File: config.mk
export PLATFORM = sky130hd
export DESIGN_NAME = matmul_seq_ctrl
export DESIGN_NICKNAME = d
export VERILOG_FILES = /design/src/rtl/matmul_seq_ctrl.sv
export SDC_FILE = /design/constraint.sdc
export NUM_CORES = 1
export LEC_CHECK = 0
export ABC_AREA = 1
export BUFFER_PORTS_ARGS = -buffer_cell sky130_fd_sc_hd__buf_2
export CORE_MARGIN = 1
export CORE_UTILIZATION = 40
export DETAILED_ROUTE_END_ITERATION = 16
export PLACE_DENSITY_LB_ADDON = 0.1
export SYNTH_ARGS = -nofsm -noshare
export SYNTH_HDL_FRONTEND = slang
export SYNTH_SLANG_ARGS = --single-unit
File: constraint.sdc
create_clock -name s00_axi_aclk -period 1.6 [get_ports s00_axi_aclk]
set_input_delay 0.08 -clock s00_axi_aclk [delete_from_list [all_inputs] [get_ports s00_axi_aclk]]
set_output_delay 0.08 -clock s00_axi_aclk [all_outputs]
set_load 0.01 [all_outputs]
File: src/rtl/matmul_seq_ctrl.sv
// Sequencing controller for the FP matrix-multiply engine: walks C row-major,
// streams K A/B reads per element into the MAC and writes results to C BRAM.
// Optional: define MATMUL_SEQ_PERF_CNT_EN to add the perf_cycles busy-cycle counter.
module matmul_seq_ctrl #(
   parameter int MAX_M       = 4,
   parameter int MAX_K       = 4,
   parameter int MAX_N       = 4,
   parameter int DIM_W       = 8,
   parameter int ADDR_W      = 4,
   parameter int ACC_TIMEOUT = 255
) (
   input  logic              s00_axi_aclk,
   input  logic              s00_axi_aresetn,
   input  logic              start,
   input  logic [DIM_W-1:0]  dim_m,
   input  logic [DIM_W-1:0]  dim_k,
   input  logic [DIM_W-1:0]  dim_n,
   output logic              busy,
   output logic              done,
   output logic              err,
   output logic              a_rd_en,
   output logic [ADDR_W-1:0] a_rd_addr,
   output logic              b_rd_en,
   output logic [ADDR_W-1:0] b_rd_addr,
   output logic              mac_valid,
   output logic              mac_first,
   output logic              mac_last,
   input  logic              acc_valid,
   input  logic [31:0]       acc_data,
   output logic              c_wr_en,
   output logic [ADDR_W-1:0] c_wr_addr,
   output logic [31:0]       c_wr_data
`ifdef MATMUL_SEQ_PERF_CNT_EN
   ,
   output logic [31:0]       perf_cycles
`endif
);

   localparam int TO_W = $clog2(ACC_TIMEOUT + 1);

   typedef enum logic [2:0] {
      IDLE, CHECK, ISSUE, DRAIN, WAIT_ACC, WRITE, FIN
   } state_t;

   state_t state_q, state_d;

   logic [DIM_W-1:0]  dm_q, dk_q, dn_q;
   logic [ADDR_W-1:0] k_cnt, j_cnt, i_cnt;
   logic [ADDR_W-1:0] row_base, b_addr, c_addr;
   logic [TO_W-1:0]   wait_cnt;
   logic [31:0]       acc_q;
   logic              busy_q, done_q, err_q;
   logic              mac_valid_q, mac_first_q, mac_last_q;

   logic              dims_bad, k_last, j_last, i_last, timeout_hit;
   logic [ADDR_W-1:0] k_a, n_a;

   assign dims_bad = (dm_q == '0) || (dm_q > DIM_W'(MAX_M)) ||
                     (dk_q == '0) || (dk_q > DIM_W'(MAX_K)) ||
                     (dn_q == '0) || (dn_q > DIM_W'(MAX_N));

   // Dimensions are range-checked before any use, so the low bits suffice here.
   assign k_a         = dk_q[ADDR_W-1:0];
   assign n_a         = dn_q[ADDR_W-1:0];
   assign k_last      = (k_cnt == k_a - ADDR_W'(1));
   assign j_last      = (j_cnt == n_a - ADDR_W'(1));
   assign i_last      = (i_cnt == dm_q[ADDR_W-1:0] - ADDR_W'(1));
   assign timeout_hit = (wait_cnt == TO_W'(ACC_TIMEOUT - 1));

   always_ff @(posedge s00_axi_aclk or negedge s00_axi_aresetn) begin
      if (!s00_axi_aresetn) state_q <= IDLE;
      else                  state_q <= state_d;
   end

   // NOTE: every output of this block gets a default first so no path infers a latch.
   always_comb begin
      state_d   = state_q;
      a_rd_en   = 1'b0;
      a_rd_addr = '0;
      b_rd_en   = 1'b0;
      b_rd_addr = '0;
      c_wr_en   = 1'b0;
      c_wr_addr = '0;
      c_wr_data = '0;
      unique case (state_q)
         IDLE:     if (start) state_d = CHECK;
         CHECK:    state_d = dims_bad ? FIN : ISSUE;
         ISSUE: begin
            a_rd_en   = 1'b1;
            a_rd_addr = row_base + k_cnt;
            b_rd_en   = 1'b1;
            b_rd_addr = b_addr;
            if (k_last) state_d = DRAIN;
         end
         DRAIN:    state_d = WAIT_ACC;
         WAIT_ACC: begin
            if (acc_valid)        state_d = WRITE;
            else if (timeout_hit) state_d = FIN;
         end
         WRITE: begin
            c_wr_en   = 1'b1;
            c_wr_addr = c_addr;
            c_wr_data = acc_q;
            state_d   = (i_last && j_last) ? FIN : ISSUE;
         end
         FIN:      state_d = IDLE;
         default:  state_d = IDLE;
      endcase
   end

   // NOTE: sequential state uses <= so every register samples pre-edge values.
   always_ff @(posedge s00_axi_aclk or negedge s00_axi_aresetn) begin
      if (!s00_axi_aresetn) begin
         dm_q        <= '0;
         dk_q        <= '0;
         dn_q        <= '0;
         k_cnt       <= '0;
         j_cnt       <= '0;
         i_cnt       <= '0;
         row_base    <= '0;
         b_addr      <= '0;
         c_addr      <= '0;
         wait_cnt    <= '0;
         acc_q       <= '0;
         busy_q      <= 1'b0;
         done_q      <= 1'b0;
         err_q       <= 1'b0;
         mac_valid_q <= 1'b0;
         mac_first_q <= 1'b0;
         mac_last_q  <= 1'b0;
      end else begin
         // One-cycle BRAM latency: MAC controls trail the read strobe by a cycle.
         mac_valid_q <= (state_q == ISSUE);
         mac_first_q <= (state_q == ISSUE) && (k_cnt == '0);
         mac_last_q  <= (state_q == ISSUE) && k_last;

         case (state_q)
            IDLE: begin
               if (start) begin
                  dm_q   <= dim_m;
                  dk_q   <= dim_k;
                  dn_q   <= dim_n;
                  busy_q <= 1'b1;
                  done_q <= 1'b0;
                  err_q  <= 1'b0;
               end
            end
            CHECK: begin
               if (dims_bad) begin
                  err_q <= 1'b1;
               end else begin
                  k_cnt    <= '0;
                  j_cnt    <= '0;
                  i_cnt    <= '0;
                  row_base <= '0;
                  b_addr   <= '0;
                  c_addr   <= '0;
               end
            end
            ISSUE: begin
               if (k_last) begin
                  k_cnt <= '0;
               end else begin
                  k_cnt  <= k_cnt + ADDR_W'(1);
                  b_addr <= b_addr + n_a;
               end
            end
            DRAIN: wait_cnt <= '0;
            WAIT_ACC: begin
               if (acc_valid)        acc_q    <= acc_data;
               else if (timeout_hit) err_q    <= 1'b1;
               else                  wait_cnt <= wait_cnt + TO_W'(1);
            end
            WRITE: begin
               c_addr <= c_addr + ADDR_W'(1);
               if (j_last) begin
                  j_cnt    <= '0;
                  i_cnt    <= i_cnt + ADDR_W'(1);
                  row_base <= row_base + k_a;
                  b_addr   <= '0;
               end else begin
                  j_cnt  <= j_cnt + ADDR_W'(1);
                  b_addr <= j_cnt + ADDR_W'(1);
               end
            end
            default: ;
         endcase

         // Status flips on entry to FIN so done is already visible during FIN.
         if (state_d == FIN) begin
            busy_q <= 1'b0;
            done_q <= 1'b1;
         end
      end
   end

`ifdef MATMUL_SEQ_PERF_CNT_EN
   always_ff @(posedge s00_axi_aclk or negedge s00_axi_aresetn) begin
      if (!s00_axi_aresetn)                 perf_cycles <= '0;
      else if (state_q == IDLE && start)    perf_cycles <= '0;
      else if (busy_q && perf_cycles != '1) perf_cycles <= perf_cycles + 32'd1;
   end
`endif

   assign busy      = busy_q;
   assign done      = done_q;
   assign err       = err_q;
   assign mac_valid = mac_valid_q;
   assign mac_first = mac_first_q;
   assign mac_last  = mac_last_q;

endmodule

; After elaboration in Yosys (flattened, before gate mapping)
; Cells that the tools add are included.
[totals]
reg_bits = 97
inputBits = 60
elab_cells = 117
[op_classes]
add_sub_neg = 11
magnitude_cmp = 3
eq_ne = 18
n_mux = 38
n_reduce_logical = 29
[op_table]
columns = op, n
row1 = 4-bit case mux with 2 select lines, 5
row2 = 4-bit two-way mux, 9
row3 = 32-bit two-way mux, 1
row4 = 8-bit by 3-bit > comparator with 1-bit output (second input constant), 3
row5 = 8-bit logical NOT, 3
row6 = 3-bit two-way mux, 6
row7 = 3-bit case mux with 6 select lines, 1
row8 = 4-bit by 1-bit adder with 4-bit output (second input constant), 4
row9 = 8-bit two-way mux, 2
row10 = 2-bit inequality test (second input constant), 8
row11 = 8-bit case mux with 2 select lines, 1
row12 = 4-bit adder, 3
row13 = 4-bit == test, 3
row14 = 4-bit case mux with 3 select lines, 1
row15 = 4-bit by 1-bit subtractor with 4-bit output (second input constant), 3
row16 = 1-bit two-way mux, 11
row17 = 2-bit AND reduction, 5
row18 = 2-bit nonzero test, 5
row19 = 3-bit == test (second input constant), 3
row20 = 3-bit AND reduction, 3
row21 = 8-bit by 1-bit adder with 8-bit output (second input constant), 1
row22 = 8-bit == test (second input constant), 1
row23 = 3-bit by 2-bit == test with 1-bit output (second input constant), 2
row24 = 3-bit nonzero test, 2
row25 = other kinds (7), 13

; Logic depth before layout (Yosys ltp)
; Gate-level depths: netlist of run 1.
[depth]
word_depth = 11
mapped_depth = 13

; Least setup slack after synthesis of run 1
; Ideal clock, no wire load.
[synth_timing]
path_type = register -> register
from = reg dk_q[1]
to = reg c_addr[0]
setup_time_ns = 0.118
t_arrival_ns = 1.479
slack_ns = 0.003
path_stages_with_launch = 12
path_buffers = 0
synth_period_minus_slack_ns = 1.597
cell_sequence = dfrtp_1 > inv_1 > ha_1 > inv_2 > nand2_1 > nand3_1 > nor2_2 > nand3_4 > nand2_2 > nor2_1 > a21oi_1 > inv_1
[synth_via]
elab_chain_len = 7
elab_cells_between_ends = 8
[synth_rtl]
columns = item, line
row1 = "start, declared", 47  ; logic [DIM_W-1:0] dm_q, dk_q, dn_q;
row2 = "start signal, assigned", 141  ; dk_q <= dim_k;
row3 = branches (longest 2 deep; another with 8-bit by 3-bit > comparator with 1-bit output), n/a
row4 = 1-bit logical OR (*) (2 in a row), 59  ; (dk_q == '0) || (dk_q > DIM_W'(MAX_K)) ||
row5 = 1-bit logical OR (*), 60  ; (dn_q == '0) || (dn_q > DIM_W'(MAX_N));
row6 = 2-bit inequality test (no line) (*), n/a
row7 = 2-bit AND reduction (no line) (*), n/a
row8 = "end signal, assigned", 175  ; c_addr <= c_addr + ADDR_W'(1);
row9 = "end, declared", 49  ; logic [ADDR_W-1:0] row_base, b_addr, c_addr;
; Every way passes the cells marked *.
; A chain may end at the register's enable or synchronous reset.

; Worst setup path in the final report of run 1
[layout_timing]
from = reg state_q[1]
to = out c_wr_addr[2]
[layout_via]
elab_chain_len = 2
[layout_rtl]
columns = item, line
row1 = "start, declared", 45  ; state_t state_q, state_d;
row2 = "start signal, assigned", 72  ; else state_q <= state_d;
row3 = 3-bit == test, 85  ; unique case (state_q)
row4 = 4-bit two-way mux, 85
row5 = "end, declared", 31  ; output logic [ADDR_W-1:0] c_wr_addr,
; Every way passes these cells.

==> results of run 1 <==
==> layout by cell type, fill, tap and decap left out, drive strengths merged <==
cell type and instances:
buf 178, dfrtp 97, inv 112, o31ai 5, xnor2 6, bufinv 3, clkbuf 17, a21oi 8
and3 1, o21ai 74, nor3 2, dlygate4sd3 57, o22ai 3, nand4 5, fa 3, nor2 69
nand3 39, nand2 194, or2 2, a211oi 1, clkinv 2, xor2 13, ha 20
==> cell families after synthesis <==
| family | synth area share |
|---|---|
| xor+xnor | 0.0315 |
| flops | 0.459 |
| buf+inv | 0.103 |
| simple gates | 0.253 |
| compound gates | 0.0942 |
| fa+ha+maj | 0.0587 |
==> state kept, by name, summed over array words and instances (netlist names) <==
name       flops
i_cnt          4
err            1
row_base       4
c_addr         4
mac_last       1
busy           1
k_cnt          4
state_q        3
mac_valid      1
dk_q           8
wait_cnt       8
dm_q           8
dn_q           8
acc_q         32
j_cnt          4
mac_first      1
b_addr         4
done           1
==> how the worst min path moves through the flow <==
stage | cells past startpoint | end | start | slack (ns)
after global routing | 4 | wait_cnt[1] | acc_valid | 0.17
after detailed placement | 2 | wait_cnt[7] | s00_axi_aresetn | 0.19
final | 4 | wait_cnt[1] | acc_valid | 0.15
after global placement | 2 | wait_cnt[7] | s00_axi_aresetn | 0.18
after floorplan | 0 | acc_q[0] | s00_axi_aresetn | -0.22
after CTS | 4 | done | start | 0.09
==> power by group through the flow <==
stage | logic, mW | clock network, mW | registers (mW)
6_report | 6.67 | 2.55 | 3.91
3_3_place_gp | 4.60 | 0 | 3.91
5_1_grt | 7.46 | 2.69 | 4.01
4_1_cts | 5.46 | 2.61 | 3.89
3_5_place_dp | 4.68 | 0 | 3.95
2_1_floorplan | 3.29 | 0 | 3.86
==> stage by stage <==
stage	TNS [ns]	worst slack, ns	total power, mW	hold slack, ns
5_1_grt	-12.67	-0.279	14.2	0.166
4_1_cts	-3.86	-0.179	12.0	0.0934
3_5_place_dp	-0.896	-0.0839	8.63	0.188
6_report	-6.91	-0.220	13.1	0.150
2_1_floorplan	0	0.00315	7.15	-0.216
3_3_place_gp	-0.0841	-0.0218	8.51	0.185
==> worst max-delay path: stages, from the launching register on <==
cell and delay (ns):
dfrtp_1 0.42, inv_2 0.11, nand2_2 0.08, nor2_4 0.16
inv_6 0.09, buf_12 0.14, buf_16 0.14, nor2_2 0.10
buf_2 0.15
==> layer usage <==
layer  vias to the layer above  global-route usage
li1                       2556                   -
met1                      2416               0.276
met2                       113               0.359
met3                        24              0.0330
met4                         0              0.0928
met5                         -                   0
==> area by class of cell <==
class                   instances  share of cell area
clock buffers                  12              0.0301
clock inverters                 4              0.0121
inverters                     113              0.0555
multi-input cells             445               0.329
flip-flops and latches         97               0.297
well taps                     172              0.0263
repair buffers                240               0.250
==> repair_timing <==
action	in CTS	in global routing
gates resized for setup	63	93
endpoints found under the hold margin	153	0
setup endpoints to repair	70	136
hold buffers	57	0
pin swaps	17	19
setup buffers	12	19
cloned	4	9
==> impl_metrics.ini, run 1 <==
[power_and_ir_drop]
pwr-share-clk = 0.194
pwr-share-seq = 0.298
peakVddDrop_mv = 0.898
power_switching_mw = 5.22
p_leak_nw = 4.14
power.density_nw_per_um2 = 1610
p_comb_frac = 0.508
swShare = 0.398
p_int_mw = 7.91

[grt]
grtUsageTotal = 0.214
grt_first_pass_wirelength_um = 22300
first_global_vias = 4807
antenna_found_initial = 0
grt_start_max_net_pins = 98
grt_overflow_total = 0

[cts]
h-tree-depth = 3
clkTransAtPathRegs_ns = 0.07
cts_sinks = 97
clockBufferDepth = 2
clk_latency_ns = 0.35
root_buffer = clkbuf_16
cts_buffers = 9
cts_tree = done

[worst_setup_path]
crit_path_end = c_wr_addr[2]
r2r_setup_slack_ns = -0.15
r2r_end = err
end_kind = output port
startpoint = state_q[1]
worst_setup_path_start_kind = register
worstPathMaxFanout = 9
critPathKind = register to output port
cp.required_ns = 1.52
arrival_ns = 1.74
worstReg2RegStart = dn_q[0]
rr_worst_depth = 12

[place]
gp_congestion = 0.849
place.port_buffers = 112
dp.final_hpwl_um = 8850
dp.cells = 966
dpl_cell_area_um2 = 6200

[floorplan]
fp.coreArea_um2 = 12800
ios = 113
dieArea_um2 = 13700
chipHeight_um = 117
dieWidth_um = 117
rows = 41
initial_core_util = 0.414

[sta]
worst_pin_slew_ns = 0.522
timing.final.max_slew_violations = 0
clock_skew_ns = 0.00963
fmax_ghz = 0.549
worst_slack_ns = -0.220
rsz0062_at_grt = true
setup_viol = 66
timing.final.crit_period_ns = 1.82
max-slew-margin-rel = 0.652
finalHoldViolCount = 0
period_share = 1.14

[flow_run]
cap_violations = 0

[synth]
ys.warnings.count = 0
synthFlopType = dfrtp_1
yosys.cell_types.count = 33
synth_edf_count = 0
synth_fp_nets = 756
async_reset_ff_frac = 1.00
ys_ff_latch = 97
synth_largest_area_cell = dfrtp_1
post-synth-top-count-cell = nand2_1
synthTopCellsByCount = 182 x nand2_1, 100 x inv_1, 97 x dfrtp_1, 63 x nor2_1, 53 x o21ai_0
synthesis.area_um2 = 5290
syn-instance-count = 673
yosysTopAreaCellShare = 0.459
ys_seq_area_frac = 0.459
syn_area_per_cell_um2 = 7.85
yosys-top-cells-area = dfrtp_1 46%, nand2_1 13%, inv_1 7.1%, o21ai_0 5.0%, ha_1 4.7%

[cells_and_area]
drive_above_1_share = 0.361
nFillCells = 1094
multi_input_area_um2 = 2690
num_antenna_cells = 0
ff_latch_area_um2 = 2430
fin_nets = 989
post-route-util = 0.640
area_growth_pct = 54.7
stdcell_count = 1083
design_area_um2 = 8180

[drt]
post_drt_wl_per_cell_um = 14.2
drt-pass1-iter-count = 5
vias = 5109
met2_wirelength_um = 7320
met3_wirelength_um = 540
dr.max_layer_used = met4
finalWirelength_um = 15300
drt-initial-drc-count = 315
met1Wirelength_um = 7170
viasPerCell = 4.72
final_antenna_net_count = 0
drc = 0

[worst_hold_path]
hp-class = input port to register

[run_status]
status = finished with violations
violations = setup timing
No activity file was read; power rests on OpenSTA's default activity.
==> run 2: changes to the inputs <==
- clock period: 1.6 -> 1.7 ns (I/O delays scaled with it)
==> run 2 against run 1 <==
Worst hold slack worse by 0.041 ns. The run still ends with setup timing left. Worst setup slack improved by 0.14 ns. Clock power down 13%. Combinational power down 17%. First-iteration DRC count down 19%.
==> impl_metrics.ini, run 2 (synthesis results as in run 1) <==
[sta]
rsz0062_at_grt = true
timing.final.crit_period_ns = 1.78
finalHoldViolCount = 0
max-slew-margin-rel = 0.696
setup_viol = 17
fmax_ghz = 0.563
worst_slack_ns = -0.0763
timing.final.max_slew_violations = 0
clock_skew_ns = 0.00542
period_share = 1.04
finalSetupTns_ns = -0.407
worst_pin_slew_ns = 0.456

[run_status]
status = finished with violations
violations = setup timing

[cts]
cts_tree = done
cts_buffers = 9
clkTransAtPathRegs_ns = 0.06
h-tree-depth = 3
cts_sinks = 97
clockBufferDepth = 2
root_buffer = clkbuf_16
clk_latency_ns = 0.35

[floorplan]
initial_core_util = 0.414
dieArea_um2 = 13700
ios = 113
dieWidth_um = 117
chipHeight_um = 117
rows = 41
fp.coreArea_um2 = 12800

[drt]
post_drt_wl_per_cell_um = 13.8
viasPerCell = 4.71
finalWirelength_um = 14600
final_antenna_net_count = 0
vias = 4964
drt-initial-drc-count = 256
drt-pass1-iter-count = 4
drc = 0

[cells_and_area]
area_growth_pct = 48.9
largest_reg_flops = 32
final_common_cell = nand2_1
top_register = acc_q
drive_above_1_share = 0.320
final_cell_mix = 172 x nand2_1, 95 x dfrtp_1, 94 x inv_1
post-route-util = 0.616
fin_nets = 961
nFillCells = 1088
num_antenna_cells = 0

[power_and_ir_drop]
power_switching_mw = 4.70
p_int_mw = 6.73
p_comb_frac = 0.483
pwr-share-seq = 0.323
swShare = 0.411
pwr-share-clk = 0.194
p_leak_nw = 3.93
peakVddDrop_mv = 0.619
power.density_nw_per_um2 = 1450

[grt]
antenna_found_initial = 0
grt_overflow_total = 0
grt_start_max_net_pins = 49
first_global_vias = 4439
grtUsageTotal = 0.198
grt_first_pass_wirelength_um = 20800

[flow_run]
cap_violations = 0

[place]
place.port_buffers = 112
gp_congestion = 0.867
dp.final_hpwl_um = 9120

[worst_setup_path]
worstPathBufferInverterCount = 2
end_kind = output port
cpLargestDelayFamily = adder cells
cp.required_ns = 1.62
critPathMaxStageDelay_ns = 0.45
critPathKind = register to output port
crit_path_top_delay_cell = dfrtp_2
worstPathMaxFanout = 3
worst_setup_path_start_kind = register
arrival_ns = 1.69
r2r_setup_slack_ns = -0.03
crit_chain = ha_4 -> inv_2 -> fa_2 -> nor2_2 -> buf_2

[worst_hold_path]
hp-class = input port to register
==> run 2: power by group through the flow <==
| stage | combinational [mW] | clock [mW] | sequential, mW |
|---|---|---|---|
| after floorplan | 3.10 | 0 | 3.64 |
| after global placement | 4.17 | 0 | 3.71 |
| after detailed placement | 4.26 | 0 | 3.73 |
| after CTS | 4.46 | 2.28 | 3.68 |
| after global routing | 6.19 | 2.37 | 3.78 |
| final | 5.52 | 2.21 | 3.69 |
==> run 2: tightest hold or removal path, cell delays in order <==
cell     delay (ns)
buf_2          0.09
nand2_2        0.11
nand2_1        0.09
nand2_1        0.05
==> run 2: per-stage QoR <==
step	std cells	setup slack (ns)	hold slack, ns	cell area, µm²	total power, mW
after floorplan	673	0.103	-0.211	5290	6.73
after global placement	957	0.0531	0.0656	6120	7.88
after detailed placement	957	-0.00639	0.0737	6120	7.99
after CTS	1033	-0.117	0.0956	7080	10.4
after global routing	1055	-0.159	0.119	7870	12.3
final	1055	-0.0763	0.109	7870	11.4
==> run 2: worst paths after layout <==
path / start / to / cells after the start
hold / removal: start / done / 4
min in group asynchronous: s00_axi_aresetn / wait_cnt[5] / 2
max in group asynchronous: s00_axi_aresetn / dn_q[0] / 3
setup / recovery: row_base[0] / a_rd_addr[1] / 5
setup reg to reg: dn_q[0] / row_base[1] / 10
hold reg to reg: done / done / 2
==> run 2: area by class of cell <==
class	count	area (µm²)	area share
multi-input cells	444	2700	0.343
repair buffers	212	1750	0.223
flip-flops and latches	97	2430	0.309
repair inverters	1	11.3	0.00143
clock inverters	4	76.3	0.00970
well taps	172	215	0.0273
inverters	113	434	0.0552
clock buffers	12	246	0.0313
==> run 2: metal layers <==
| metal | share of wire | track usage | routed length (µm) | vias to the layer above |
|---|---|---|---|---|
| met3 | 0.034 | 0.0304 | 492 | 28 |
| met1 | 0.46 | 0.257 | 6670 | 2339 |
| met4 | 0.024 | 0.0793 | 351 | 0 |
| li1 | - | - | - | 2487 |
| met2 | 0.49 | 0.331 | 7080 | 110 |
| met5 | 0 | 0 | 0 | - |
==> run 2: what timing repair did <==
action	4_1_cts	5_1_grt
pin swaps	2	17
setup endpoints to repair	41	83
gates cloned	0	9
gates resized for setup	9	132
hold buffers	57	0
endpoints found under the hold margin	87	0
setup buffers	3	13
